### src/rtl/dcache_pkg.sv
// dcache_pkg: widths, address-field offsets, tag-word bit positions and FSM encodings
// shared by the data-cache miss sequencer and its word-merge helper.
package dcache_pkg;
  localparam int ADDR_W    = 32;
  localparam int IDX_W     = 4;
  localparam int OFF_W     = 5;
  localparam int TAG_W     = ADDR_W - IDX_W - OFF_W;
  localparam int LINE_W    = 256;
  localparam int WORD_W    = 32;
  localparam int WSEL_W    = 3;
  localparam int WSEL_LSB  = 2;
  localparam int TAGW_W    = TAG_W + 2;
  localparam int VALID_BIT = 24;
  localparam int DIRTY_BIT = 23;
  typedef logic [2:0] state_t;
  localparam state_t IDLE    = 3'd0;
  localparam state_t WB_REQ  = 3'd1;
  localparam state_t WB_WAIT = 3'd2;
  localparam state_t RF_REQ  = 3'd3;
  localparam state_t RF_WAIT = 3'd4;
  localparam state_t INSTALL = 3'd5;
  typedef struct packed {
    logic [TAG_W-1:0] tag;
    logic [IDX_W-1:0] idx;
  } line_addr_t;
  function automatic logic [ADDR_W-1:0] line_base(input logic [TAG_W-1:0] tag,
                                                 input logic [IDX_W-1:0] idx);
    return {tag, idx, {OFF_W{1'b0}}};
  endfunction
endpackage

### src/rtl/dcache_word_merge.sv
// dcache_word_merge: selects one word of a cache line for loads and
// inserts a store word into a copy of the line.
module dcache_word_merge
  import dcache_pkg::*;
(
  input  logic [LINE_W-1:0] line_i,
  input  logic [WSEL_W-1:0] sel_i,
  input  logic [WORD_W-1:0] word_i,
  output logic [WORD_W-1:0] word_o,
  output logic [LINE_W-1:0] line_o
);
  assign word_o = line_i[sel_i*WORD_W +: WORD_W];
  always_comb begin
    line_o = line_i;
    line_o[sel_i*WORD_W +: WORD_W] = word_i;
  end
endmodule

### src/rtl/dcache_miss_sequencer.sv
// dcache_miss_sequencer: lookup/write-back/refill/install controller for the
// 2-way, 16-set data cache; stalls the MEM stage while a miss is serviced.
module dcache_miss_sequencer
  import dcache_pkg::*;
(
  input  logic              clk_i,
  input  logic              rst_i,
  input  logic              cpu_req_i,
  input  logic              cpu_we_i,
  input  logic [ADDR_W-1:0] cpu_addr_i,
  input  logic [WORD_W-1:0] cpu_data_i,
  output logic [WORD_W-1:0] cpu_data_o,
  output logic              cpu_stall_o,
  output logic              sram_enable_o,
  output logic              sram_write_o,
  output logic [IDX_W-1:0]  sram_addr_o,
  output logic [TAGW_W-1:0] sram_tag_o,
  output logic [LINE_W-1:0] sram_data_o,
  input  logic              sram_hit_i,
  input  logic [TAGW_W-1:0] sram_tag_i,
  input  logic [LINE_W-1:0] sram_data_i,
  output logic              mem_enable_o,
  output logic              mem_write_o,
  output logic [ADDR_W-1:0] mem_addr_o,
  output logic [LINE_W-1:0] mem_data_o,
  input  logic              mem_ack_i,
  input  logic [LINE_W-1:0] mem_data_i
);
  state_t            state_q, state_d;
  line_addr_t        req_q, req_d;
  logic [TAG_W-1:0]  vtag_q, vtag_d;
  logic [LINE_W-1:0] vline_q, vline_d, rline_q, rline_d;
  line_addr_t        cpu_la;
  logic              lookup, hit, miss, inst, wb_req, rf_req, unused;
  logic [WORD_W-1:0] rd_word;
  logic [LINE_W-1:0] st_line;

  assign unused = ^cpu_addr_i[WSEL_LSB-1:0];
  assign cpu_la = cpu_addr_i[ADDR_W-1:OFF_W];

  dcache_word_merge u_merge (
    .line_i (sram_data_i),
    .sel_i  (cpu_addr_i[WSEL_LSB +: WSEL_W]),
    .word_i (cpu_data_i),
    .word_o (rd_word),
    .line_o (st_line)
  );

  assign lookup = state_q == IDLE && cpu_req_i;
  assign hit    = lookup && sram_hit_i;
  assign miss   = lookup && !sram_hit_i;
  assign inst   = state_q == INSTALL;
  assign wb_req = state_q == WB_REQ;
  assign rf_req = state_q == RF_REQ;

  // Miss capture uses the live lookup; every later state works off the latched copies.
  always_comb begin
    state_d = state_q;
    req_d   = req_q;
    vtag_d  = vtag_q;
    vline_d = vline_q;
    rline_d = rline_q;
    case (state_q)
      IDLE: if (miss) begin
        req_d   = cpu_la;
        vtag_d  = sram_tag_i[TAG_W-1:0];
        vline_d = sram_data_i;
        state_d = sram_tag_i[VALID_BIT] && sram_tag_i[DIRTY_BIT] ? WB_REQ : RF_REQ;
      end
      WB_REQ:  state_d = WB_WAIT;
      WB_WAIT: state_d = mem_ack_i ? RF_REQ : WB_WAIT;
      RF_REQ:  state_d = RF_WAIT;
      RF_WAIT: if (mem_ack_i) begin
        rline_d = mem_data_i;
        state_d = INSTALL;
      end
      INSTALL: state_d = IDLE;
      default: state_d = IDLE;
    endcase
  end

  always_ff @(posedge clk_i or posedge rst_i) begin
    if (rst_i) begin
      state_q <= IDLE;
      req_q   <= '0;
      vtag_q  <= '0;
      vline_q <= '0;
      rline_q <= '0;
    end else begin
      state_q <= state_d;
      req_q   <= req_d;
      vtag_q  <= vtag_d;
      vline_q <= vline_d;
      rline_q <= rline_d;
    end
  end

  assign cpu_stall_o   = state_q != IDLE || miss;
  assign cpu_data_o    = hit && !cpu_we_i ? rd_word : '0;
  assign sram_enable_o = lookup || inst;
  assign sram_write_o  = (hit && cpu_we_i) || inst;
  assign sram_addr_o   = inst ? req_q.idx : lookup ? cpu_la.idx : '0;
  // A store hit marks the line dirty; a fresh install is always clean.
  assign sram_tag_o    = inst ? {1'b1, 1'b0, req_q.tag} : lookup ? {1'b1, cpu_we_i, cpu_la.tag} : '0;
  assign sram_data_o   = inst ? rline_q : hit && cpu_we_i ? st_line : '0;
  assign mem_enable_o  = wb_req || rf_req;
  assign mem_write_o   = wb_req;
  assign mem_addr_o    = wb_req ? line_base(vtag_q, req_q.idx) : rf_req ? line_base(req_q.tag, req_q.idx) : '0;
  assign mem_data_o    = wb_req ? vline_q : '0;
endmodule

### config.mk
export PLATFORM = sky130hd
export DESIGN_NAME = dcache_miss_sequencer
export DESIGN_NICKNAME = d
export VERILOG_FILES = /design/src/rtl/dcache_pkg.sv /design/src/rtl/dcache_word_merge.sv /design/src/rtl/dcache_miss_sequencer.sv
export SDC_FILE = /design/constraint.sdc
export NUM_CORES = 2
export LEC_CHECK = 0
export CAP_MARGIN = 20
export CORE_AREA = 2 2 468 470
export CTS_BUF_LIST = sky130_fd_sc_hd__clkbuf_8
export DETAILED_ROUTE_END_ITERATION = 16
export DIE_AREA = 0 0 470 472
export SYNTH_ARGS = -nofsm -noshare
export SYNTH_HDL_FRONTEND = slang
export SYNTH_SLANG_ARGS = --single-unit
### constraint.sdc
create_clock -name clk_i -period 32.7 [get_ports clk_i]
set_input_delay 3.27 -clock clk_i [delete_from_list [all_inputs] [get_ports clk_i]]
set_output_delay 3.27 -clock clk_i [all_outputs]
set_load 0.005 [all_outputs]
==> impl_metrics.csv <==
group,metric,value,unit
clock_tree,numCtsBuffers,115,
synthesis,synthDistinctLibCells,46,
pwr,p_leak,19.01,nW
setup_path,start_kind,"primary input",
sta,slew_headroom,0.2551,
die,core,0.2165,mm^2
worst_hold_path,hp-class,"reg -> reg",
setup_path,worstRegToRegCells,6,
sta,tns,0,ns
clock_tree,clk_pin_slew,0.06,ns
synthesis,async_flop_share,1.000,
synthesis,synth-warning-count,0,
drt,antenna_left,0,
synthesis,synth_area,0.03109,mm^2
synthesis,synth_edf_count,0,
setup_path,worst_setup_path_end_kind,"output port",
flow_run,maxCapViolations,0,
placement,finalWeightedCongestion,0.8932,
sta,worstMarginPinSlew,1.114,ns
pwr,power_density,68.99,mW/mm^2
die,row_count,171,
synthesis,synth-seq-area-share,0.4548,
placement,pre_cts_slack,21.43,ns
sta,rsz0062_at_grt,"no",
clock_tree,cts_setup_buffers,0,
grt,grt_pass1_vias,29650,
die,die_x,470,um
finish,fin_nets,4347,
drt,drc,0,
grt,grt_pass1_wl,311000,um
setup_path,crit_path_max_fanout,36,
sta,skew,0.06721,ns
grt,grt_start_max_net_pins,178,
drt,vias_per_cell,4.419,
pwr,vdd_drop_max,45.96,uV
clock_tree,cts_root_buf,"clkbuf_8",
clock_tree,clkSinkCount,565,
synthesis,ys.flop_type,"dfrtp_1",
drt,vias,29760,
clock_tree,hold_buffers,0,
synthesis,ys_ff_latch,565,
clock_tree,cts_resized,0,
synthesis,avgSynthCellArea,12.17,um^2
sta,setup_viol,0,
drt,wl,244000,um
setup_path,r2r-start,"state_q[2]",
worst_hold_path,hold_path_depth,1,
clock_tree,clock_latency,0.90,ns
sta,slew_viol_final,0,
finish,drive_gt1_frac,0.2477,
die,dieArea,0.2218,mm^2
worst_hold_path,min_from,"vline_q[52]",
setup_path,cp_data_required_time,29.43,ns
setup_path,worstPathArrival,7.87,ns
finish,syn2layout_area_growth,57.65,%
sta,min_period,11.14,ns
clock_tree,cts_buffer_depth,3,
placement,hpwl,192800,um
clock_tree,cts_tree,"done",
grt,grtUsageTotal,0.2118,
worst_hold_path,hold_end,"vline_q[52]",
finish,nFillCells,23240,
grt,grt_overflow,0,
die,initial_core_util,0.1436,
drt,drt-initial-drc-count,2538,
run_status,status,"finished clean",
sta,final_hold_viol_count,0,
grt,antenna_found_initial,132,
sta,timing.fmax,0.08979,GHz
setup_path,r2r-end,"vline_q[57]",
clock_tree,cts_htree_levels,3,
drt,detail_route.wl_per_cell,36.22,um
placement,port_buffers,1209,
sta,setup_slack,21.56,ns
synthesis,synthCells,2554,
setup_path,worstSetupPathType,"in -> out",
die,fp.dieH,472,um
sta,min_period_over_period,0.3406,
die,pin_count,1217,
setup_path,r2r_setup_slack,28.26,ns
drt,drtPass1Iterations,5,
-- final cells by class --
type,count,area (um^2),share of cell area
multi-input cells,1754,15880,0.3240
flip-flops and latches,565,14140,0.2885
clock buffers,137,1886,0.03848
repair buffers,1290,12750,0.2601
inverters,8,38.79,0.0007915
well taps,2854,3571,0.07287
clock inverters,69,601.8,0.01228
diodes,58,145.1,0.002962
-- Yosys cell counts, drive strengths merged (2+ instances only) --
library cell,count,area share
nor2,28,0.0036
clkbuf,110,0.013
mux4,64,0.046
a311oi,6,0.0029
ha,6,0.0024
mux2i,23,0.0074
nor4,2,0.0011
a21oi,61,0.013
buf,121,0.026
nor2b,62,0.012
a221o,256,0.082
o21ai,2,0.00032
nor3b,3,0.00072
dfrtp,565,0.45
or3b,4,0.0011
mux2,562,0.20
nand2b,2,0.00040
nand3,2,0.00032
nand3b,4,0.00097
nand2,124,0.015
a21o,2,0.00048
nor4b,2,0.0010
nor3,9,0.0019
a211oi,3,0.0010
and2,513,0.10
inv,8,0.00097
-- state kept, by name (all words and copies together) (netlist names) --
name / flops
req_q: 27
rline_q: 256
vtag_q: 23
state_q: 3
vline_q: 256
-- power breakdown --
group	switching, mW	total, mW	leakage [nW]	internal (mW)
Combinational	0.594	1.30	10.8	0.709
Sequential	0.187	1.24	6.81	1.05
Clock	0.382	0.841	1.39	0.459
Total	1.16	3.38	19.0	2.22
-- worst max path at each step --
stage                  startpoint                to  slack (ns)  depth (start not counted)
finish              cpu_addr_i[2]  sram_data_o[140]       21.56                          9
global route        cpu_addr_i[2]  sram_data_o[141]       21.44                          9
CTS                 cpu_addr_i[2]  sram_data_o[149]       21.44                          9
detailed placement  cpu_addr_i[2]  sram_data_o[149]       21.43                          9
global placement    cpu_addr_i[2]  sram_data_o[149]       21.43                          9
floorplan                   rst_i          req_q[0]       13.63                          1
-- worst max-delay path, cell delays in order --
cell and delay (ns):
buf_6 0.51, inv_1 0.16, ha_1 0.30, ha_1 0.51, nor3b_1 0.27, a211oi_4 0.97
buf_4 0.69, a221o_1 0.27, clkdlybuf4s50_1 0.81
-- cell families after synthesis --
| family | share of synthesized area |
|---|---|
| flip-flops | 0.4548 |
| multiplexers | 0.2574 |
| AO/OA/AOI/OAI | 0.1012 |
| buffers and inverters | 0.04025 |
| adder cells (fa/ha/maj) | 0.002415 |
| other | 0.0001206 |
| AND/OR/NAND/NOR | 0.1438 |
-- metal layers --
metal  part of all wire  vias up  GRT usage
met4              0.043       64    0.08498
met2               0.43     2030     0.3147
met3               0.12      437    0.09679
li1                   -    11760          -
met1               0.41    15470     0.2643
met5             0.0016        -          0
-- stage by stage --
stage	power (mW)	instances	cell area [um^2]	util	hold slack, ns
after global routing	3.543	6698	48910	0.2259	0.5087
after detailed placement	2.545	6470	46370	0.2141	0.4868
final	3.381	6735	49010	0.2263	0.4964
after global placement	2.518	6469	46360	0.2141	0.4810
after CTS	3.412	6676	48850	0.2256	0.4998
after floorplan	1.846	2558	31100	-	0.4720
-- layout by cell type (no fill, tap or decap), types with 4 or more instances in the layout --
master	netlist	final
mux4_2	64	64
bufinv_16	0	10
a21oi_1	31	31
buf_4	22	79
clkdlybuf4s50_1	0	1206
nor3_1	6	5
clkbuf_8	0	137
mux2_2	562	562
a21oi_2	30	30
a221o_1	256	256
ha_1	6	5
conb_1	1	5
and2_1	513	513
nand3b_1	4	4
nor2_1	27	26
diode_2	0	58
a311oi_4	0	6
mux2i_1	23	23
nor2b_1	62	62
dfrtp_1	565	564
clkinv_2	0	20
nand2_1	124	124
clkinvlp_4	0	5
inv_1	8	36
Power figures use the tool's default switching activity.
